$ cat src/rtl/mcu_control_unit.sv
// Sequencing controller for the 8-bit accumulator MicroController: owns PC and IR and
// steps each instruction through FETCH, DECODE and EXEC, driving registered datapath strobes.
module mcu_control_unit #(
    parameter int PC_W = 8,
    parameter int IR_W = 12
) (
    input  logic            clk,
    input  logic            reset,
    input  logic [IR_W-1:0] pmem_data,
    input  logic            acc_zero,
    output logic [PC_W-1:0] pmem_addr,
    output logic [IR_W-1:0] ir,
    output logic [IR_W-5:0] dmem_addr,
    output logic            dmem_we,
    output logic            acc_we,
    output logic [1:0]      alu_op,
    output logic            alu_src,
    output logic            halted,
    output logic [1:0]      state
);

    localparam int OPND_W = IR_W - 4;

    typedef enum logic [1:0] {
        ST_FETCH  = 2'd0,
        ST_DECODE = 2'd1,
        ST_EXEC   = 2'd2,
        ST_HALT   = 2'd3
    } state_t;

    localparam logic [3:0] OP_LDI  = 4'h1;
    localparam logic [3:0] OP_LDM  = 4'h2;
    localparam logic [3:0] OP_STM  = 4'h3;
    localparam logic [3:0] OP_ADD  = 4'h4;
    localparam logic [3:0] OP_SUB  = 4'h5;
    localparam logic [3:0] OP_AND  = 4'h6;
    localparam logic [3:0] OP_ADDI = 4'h7;
    localparam logic [3:0] OP_JMP  = 4'h8;
    localparam logic [3:0] OP_JZ   = 4'h9;
    localparam logic [3:0] OP_JNZ  = 4'hA;
    localparam logic [3:0] OP_HLT  = 4'hF;

    localparam logic [1:0] ALU_PASS_B = 2'd0;
    localparam logic [1:0] ALU_ADD    = 2'd1;
    localparam logic [1:0] ALU_SUB    = 2'd2;
    localparam logic [1:0] ALU_AND    = 2'd3;

    state_t            state_q, state_d;
    logic [PC_W-1:0]   pc_q, pc_d;
    logic [IR_W-1:0]   ir_q, ir_d;
    logic              acc_we_q, acc_we_d;
    logic              dmem_we_q, dmem_we_d;
    logic [1:0]        alu_op_q, alu_op_d;
    logic              alu_src_q, alu_src_d;
    logic              halted_q, halted_d;

    logic [3:0]        opcode;
    logic [OPND_W-1:0] operand;

    assign opcode  = ir_q[IR_W-1:IR_W-4];
    assign operand = ir_q[OPND_W-1:0];

    always_comb begin
        state_d   = state_q;
        pc_d      = pc_q;
        ir_d      = ir_q;
        acc_we_d  = 1'b0;
        dmem_we_d = 1'b0;
        alu_op_d  = ALU_PASS_B;
        alu_src_d = 1'b0;

        case (state_q)
            ST_FETCH: begin
                ir_d    = pmem_data;
                pc_d    = pc_q + 1'b1;
                state_d = ST_DECODE;
            end
            ST_DECODE: state_d = ST_EXEC;
            ST_EXEC: begin
                state_d = (opcode == OP_HLT) ? ST_HALT : ST_FETCH;
                if ((opcode == OP_JMP) ||
                    (opcode == OP_JZ  &&  acc_zero) ||
                    (opcode == OP_JNZ && !acc_zero)) begin
                    pc_d = PC_W'(operand);
                end
            end
            default: state_d = ST_HALT;
        endcase

        // Strobes are registered: decode them for the cycle about to become EXEC.
        if (state_d == ST_EXEC) begin
            case (opcode)
                OP_LDI:  begin acc_we_d = 1'b1; alu_op_d = ALU_PASS_B; alu_src_d = 1'b1; end
                OP_LDM:  begin acc_we_d = 1'b1; alu_op_d = ALU_PASS_B; end
                OP_STM:  dmem_we_d = 1'b1;
                OP_ADD:  begin acc_we_d = 1'b1; alu_op_d = ALU_ADD; end
                OP_SUB:  begin acc_we_d = 1'b1; alu_op_d = ALU_SUB; end
                OP_AND:  begin acc_we_d = 1'b1; alu_op_d = ALU_AND; end
                OP_ADDI: begin acc_we_d = 1'b1; alu_op_d = ALU_ADD; alu_src_d = 1'b1; end
                default: ;
            endcase
        end

        halted_d = (state_d == ST_HALT);
    end

    always_ff @(posedge clk) begin
        if (reset) begin
            state_q   <= ST_FETCH;
            pc_q      <= '0;
            ir_q      <= '0;
            acc_we_q  <= 1'b0;
            dmem_we_q <= 1'b0;
            alu_op_q  <= ALU_PASS_B;
            alu_src_q <= 1'b0;
            halted_q  <= 1'b0;
        end else begin
            state_q   <= state_d;
            pc_q      <= pc_d;
            ir_q      <= ir_d;
            acc_we_q  <= acc_we_d;
            dmem_we_q <= dmem_we_d;
            alu_op_q  <= alu_op_d;
            alu_src_q <= alu_src_d;
            halted_q  <= halted_d;
        end
    end

    assign pmem_addr = pc_q;
    assign ir        = ir_q;
    assign dmem_addr = operand;
    assign dmem_we   = dmem_we_q;
    assign acc_we    = acc_we_q;
    assign alu_op    = alu_op_q;
    assign alu_src   = alu_src_q;
    assign halted    = halted_q;
    assign state     = state_q;

endmodule

$ cat config.mk
export PLATFORM = sky130hd
export DESIGN_NAME = mcu_control_unit
export DESIGN_NICKNAME = d
export VERILOG_FILES = /design/src/rtl/mcu_control_unit.sv
export SDC_FILE = /design/constraint.sdc
export NUM_CORES = 1
export LEC_CHECK = 0
export BUFFER_PORTS_ARGS = -buffer_cell sky130_fd_sc_hd__buf_2
export CAP_MARGIN = 20
export CORE_ASPECT_RATIO = 1.4
export CORE_MARGIN = 2
export CORE_UTILIZATION = 50
export CTS_BUF_LIST = sky130_fd_sc_hd__clkbuf_4 sky130_fd_sc_hd__clkbuf_8
export CTS_CLUSTER_DIAMETER = 80
export DETAILED_ROUTE_END_ITERATION = 16
export HOLD_SLACK_MARGIN = 0.03
export MAX_ROUTING_LAYER = met4
export PLACE_DENSITY = 0.9
export SKIP_LAST_GASP = 1
export SYNTH_ARGS = -nofsm -noshare
export SYNTH_HDL_FRONTEND = slang
export SYNTH_SLANG_ARGS = --single-unit
$ cat constraint.sdc
create_clock -name clk -period 4.68 [get_ports clk]
set_input_delay 0.234 -clock clk [delete_from_list [all_inputs] [get_ports clk]]
set_output_delay 0.234 -clock clk [all_outputs]
set_load 0.01 [all_outputs]
==> reports/qor.csv <==
stage;metric;value;unit
run_status;status;finished clean;
critical_path;R2R Setup Slk;2620;ps
grt;largest net degree at the start of global routing;26;
grt;grt ovf;0;
placed_design;IO buf count;50;
floorplanning;die area;3040;µm²
clock_network;Max clock buf depth;2;
clock_network;Worst-Skew Late Latency;320;ps
timing;Hold Fails Final Rpt;0;
yosys;Top FF cell, synth;dfxtp_1;
route;DRT antenna net count;0;
floorplanning;# IOs;51;
clock_network;Post-CTS Hold Buffers;0;
cells_and_area;Post-Layout Cell Count;229;
clock_network;CTS root buffer;clkbuf_4;
clock_network;post_cts resized;0;
worst_hold_path;HP Start;pmem_data[4];
critical_path;RR Endpoint;pmem_addr[0];
timing;final setup fails;0;
critical_path;Worst setup EP type;register;
power_and_ir_drop;VDD IR max;0.000246;V
timing;final worst path period share;44.0;%
clock_network;Setup Fix Bufs, Post-CTS;0;
yosys;Synth Area in Compound Gates;19.9;%
yosys;#FFs+latches synth;28;
worst_hold_path;WHS Endpoint;ir[4];
grt;initial antenna violation count;0;
yosys;Yosys cell types;46;
worst_hold_path;Hold Crit Class;input pin to register;
timing;setup tns final;0;ps
clock_network;CTS H-tree depth;1;
yosys;sequential share of the synthesized area;43.0;%
cells_and_area;leading cell type in the layout, fill and taps excluded;buf_2;
yosys;EDFF count, synth;0;
route;Pre-Repair DR Iteration Count;4;
critical_path;WS Path Type;register to register;
yosys;post-synthesis cell count;158;
flow_run;number of max-cap violations;0;
critical_path;Worst EP required;4950;ps
cells_and_area;commonest cells after routing, fill and taps aside;50 x buf_2, 31 x nand2_1, 28 x dfxtp_1, 20 x a21oi_1, 7 x nor2_1;
clock_network;CTS Buf Count;3;
placed_design;detailed-placement wirelength estimate;2.20;mm
yosys;multiplexer area fraction after synthesis;3.16;%
critical_path;Worst setup SP type;register;
yosys;synthesized area per cell;8.26;µm²
grt;global-route wire length before repair;4.77;mm
yosys;post-synthesis xor/xnor area fraction;2.01;%
timing;Worst Tran Pin Value;1010;ps
critical_path;R2R depth;4;
cells_and_area;antenna fix cells;0;
timing;Rel. slew slack;32.5;%
timing;Slew Limit Fails;0;
power_and_ir_drop;Pleak;0.000718;µW
clock_network;Reg clk slew, reported paths;160;ps
critical_path;worst r2r src;state[1];
yosys;Synthesis Warnings;0;
placed_design;DP Cell Count;225;
floorplanning;die height;64.5;µm
timing;fin crit period;2060;ps
yosys;syn nets;174;
grt;GRT Overall Usage;21.6;%
timing;FMAX;485;MHz
route;average wire per standard cell;13.0;µm
placed_design;RePlAce Congestion;0.774;
route;WL final;2.98;mm
floorplanning;Die W;47.2;µm
cells_and_area;layout cells sized above 1;30.3;%
cells_and_area;final net count;212;
timing;Worst Skew;6.37;ps
route;vias post-DR;1235;
route;Post-route DRC;0;
yosys;post-synthesis simple-gate area fraction;21.7;%
timing;RSZ-0062 raised after global routing;false;
yosys;Post-Syn Area;1310;µm²
power_and_ir_drop;Pwr per Cell Area;376;nW/µm²
yosys;share of flip-flops with an asynchronous set or reset;0;%
yosys;Synth Area in Adders;0.959;%
clock_network;CTS tree;built;
yosys;largest family of logic cells by synthesized area;simple AND/OR/NAND/NOR gates;
critical_path;CP Max Fanout;17;
critical_path;Data arrival, critical path;2330;ps
route;Via density;5.39;
floorplanning;placement row count;21;
clock_network;Sink Count;28;
cells_and_area;Syn-to-layout area delta;18.6;%
worst_hold_path;hold path depth;3;
grt;number of global-route vias before repair;1073;
floorplanning;Core ar.;2440;µm²
floorplanning;Initial Util;53.4;%
route;initial detailed-routing violation count;48;
final cells by class:
class,instances,area (µm²)
inverter,5,18.8
clock buffer,3,22.5
sequential,28,561
tap,34,42.5
multi-input combinational,108,623
fill,231,896
clock inverter,1,30.0
timing repair buffer,50,250
layer usage:
| metal | global-route usage [%] | part of all wire, % |
|---|---|---|
| met1 | 28.0 | 42 |
| met2 | 34.9 | 52 |
| met3 | 1.95 | 5.0 |
| met5 | - | 0 |
| met4 | 6.25 | 1.0 |
sequential cells by signal (all words and copies together), names as in the netlist:
signal,count
dmem_we,1
alu_src,1
halted,1
ir,12
alu_op,2
pmem_addr,8
state,2
acc_we,1
power by group:
group / internal (µW) / total [µW] / leakage (µW) / switching (µW)
Sequential: 260 / 290 / 0.000229 / 29.3
Clock: 86.5 / 158 / 0.0000279 / 71.6
Combinational: 55.1 / 135 / 0.000461 / 79.5
Total: 402 / 582 / 0.000718 / 180
critical path, cell delays in order (launching register included):
cell and delay, ps:
dfxtp_1 420, nor2_1 810, a31oi_1 250, or3_1 380, a31oi_1 150
stage by stage:
stage	hold slack, ps	worst slack [ps]	cell area, µm²	power, µW	utilization (%)
floorplan	370	3110	1310	391	-
global placement	473	2710	1500	425	61.2
detailed placement	479	2690	1500	429	61.2
CTS	125	2640	1550	583	63.3
global route	123	2320	1550	611	63.3
finish	127	2620	1550	582	63.3
Yosys cell counts, drive strengths merged (2+ instances only):
master | number | area (µm²)
mux2i | 3 | 30.0
inv | 5 | 18.8
clkbuf | 7 | 26.3
or3 | 2 | 17.5
a31oi | 3 | 18.8
buf | 10 | 76.3
xor2 | 2 | 17.5
o21ai | 6 | 33.8
nand2 | 31 | 116
and3 | 2 | 12.5
nor3 | 3 | 15.0
dfxtp | 28 | 561
a21oi | 20 | 100
nor2 | 7 | 26.3
nand3 | 3 | 15.0
worst max path at each step:
stage	from	to	slack, ps	cells after the start
2_1_floorplan	state[0]	pmem_addr[7]	3110	5
3_3_place_gp	state[1]	pmem_addr[0]	2710	4
3_5_place_dp	state[1]	pmem_addr[0]	2690	4
4_1_cts	state[1]	pmem_addr[0]	2640	4
5_1_grt	state[1]	pmem_addr[0]	2320	4
6_report	state[1]	pmem_addr[0]	2620	4
cell families after synthesis:
logic type | after synthesis
flops | 28
buf+inv | 22
compound gates | 41
fa+ha+maj | 1
mux | 4
simple gates | 59
xor+xnor | 3
(Power assumes the default switching activity.)
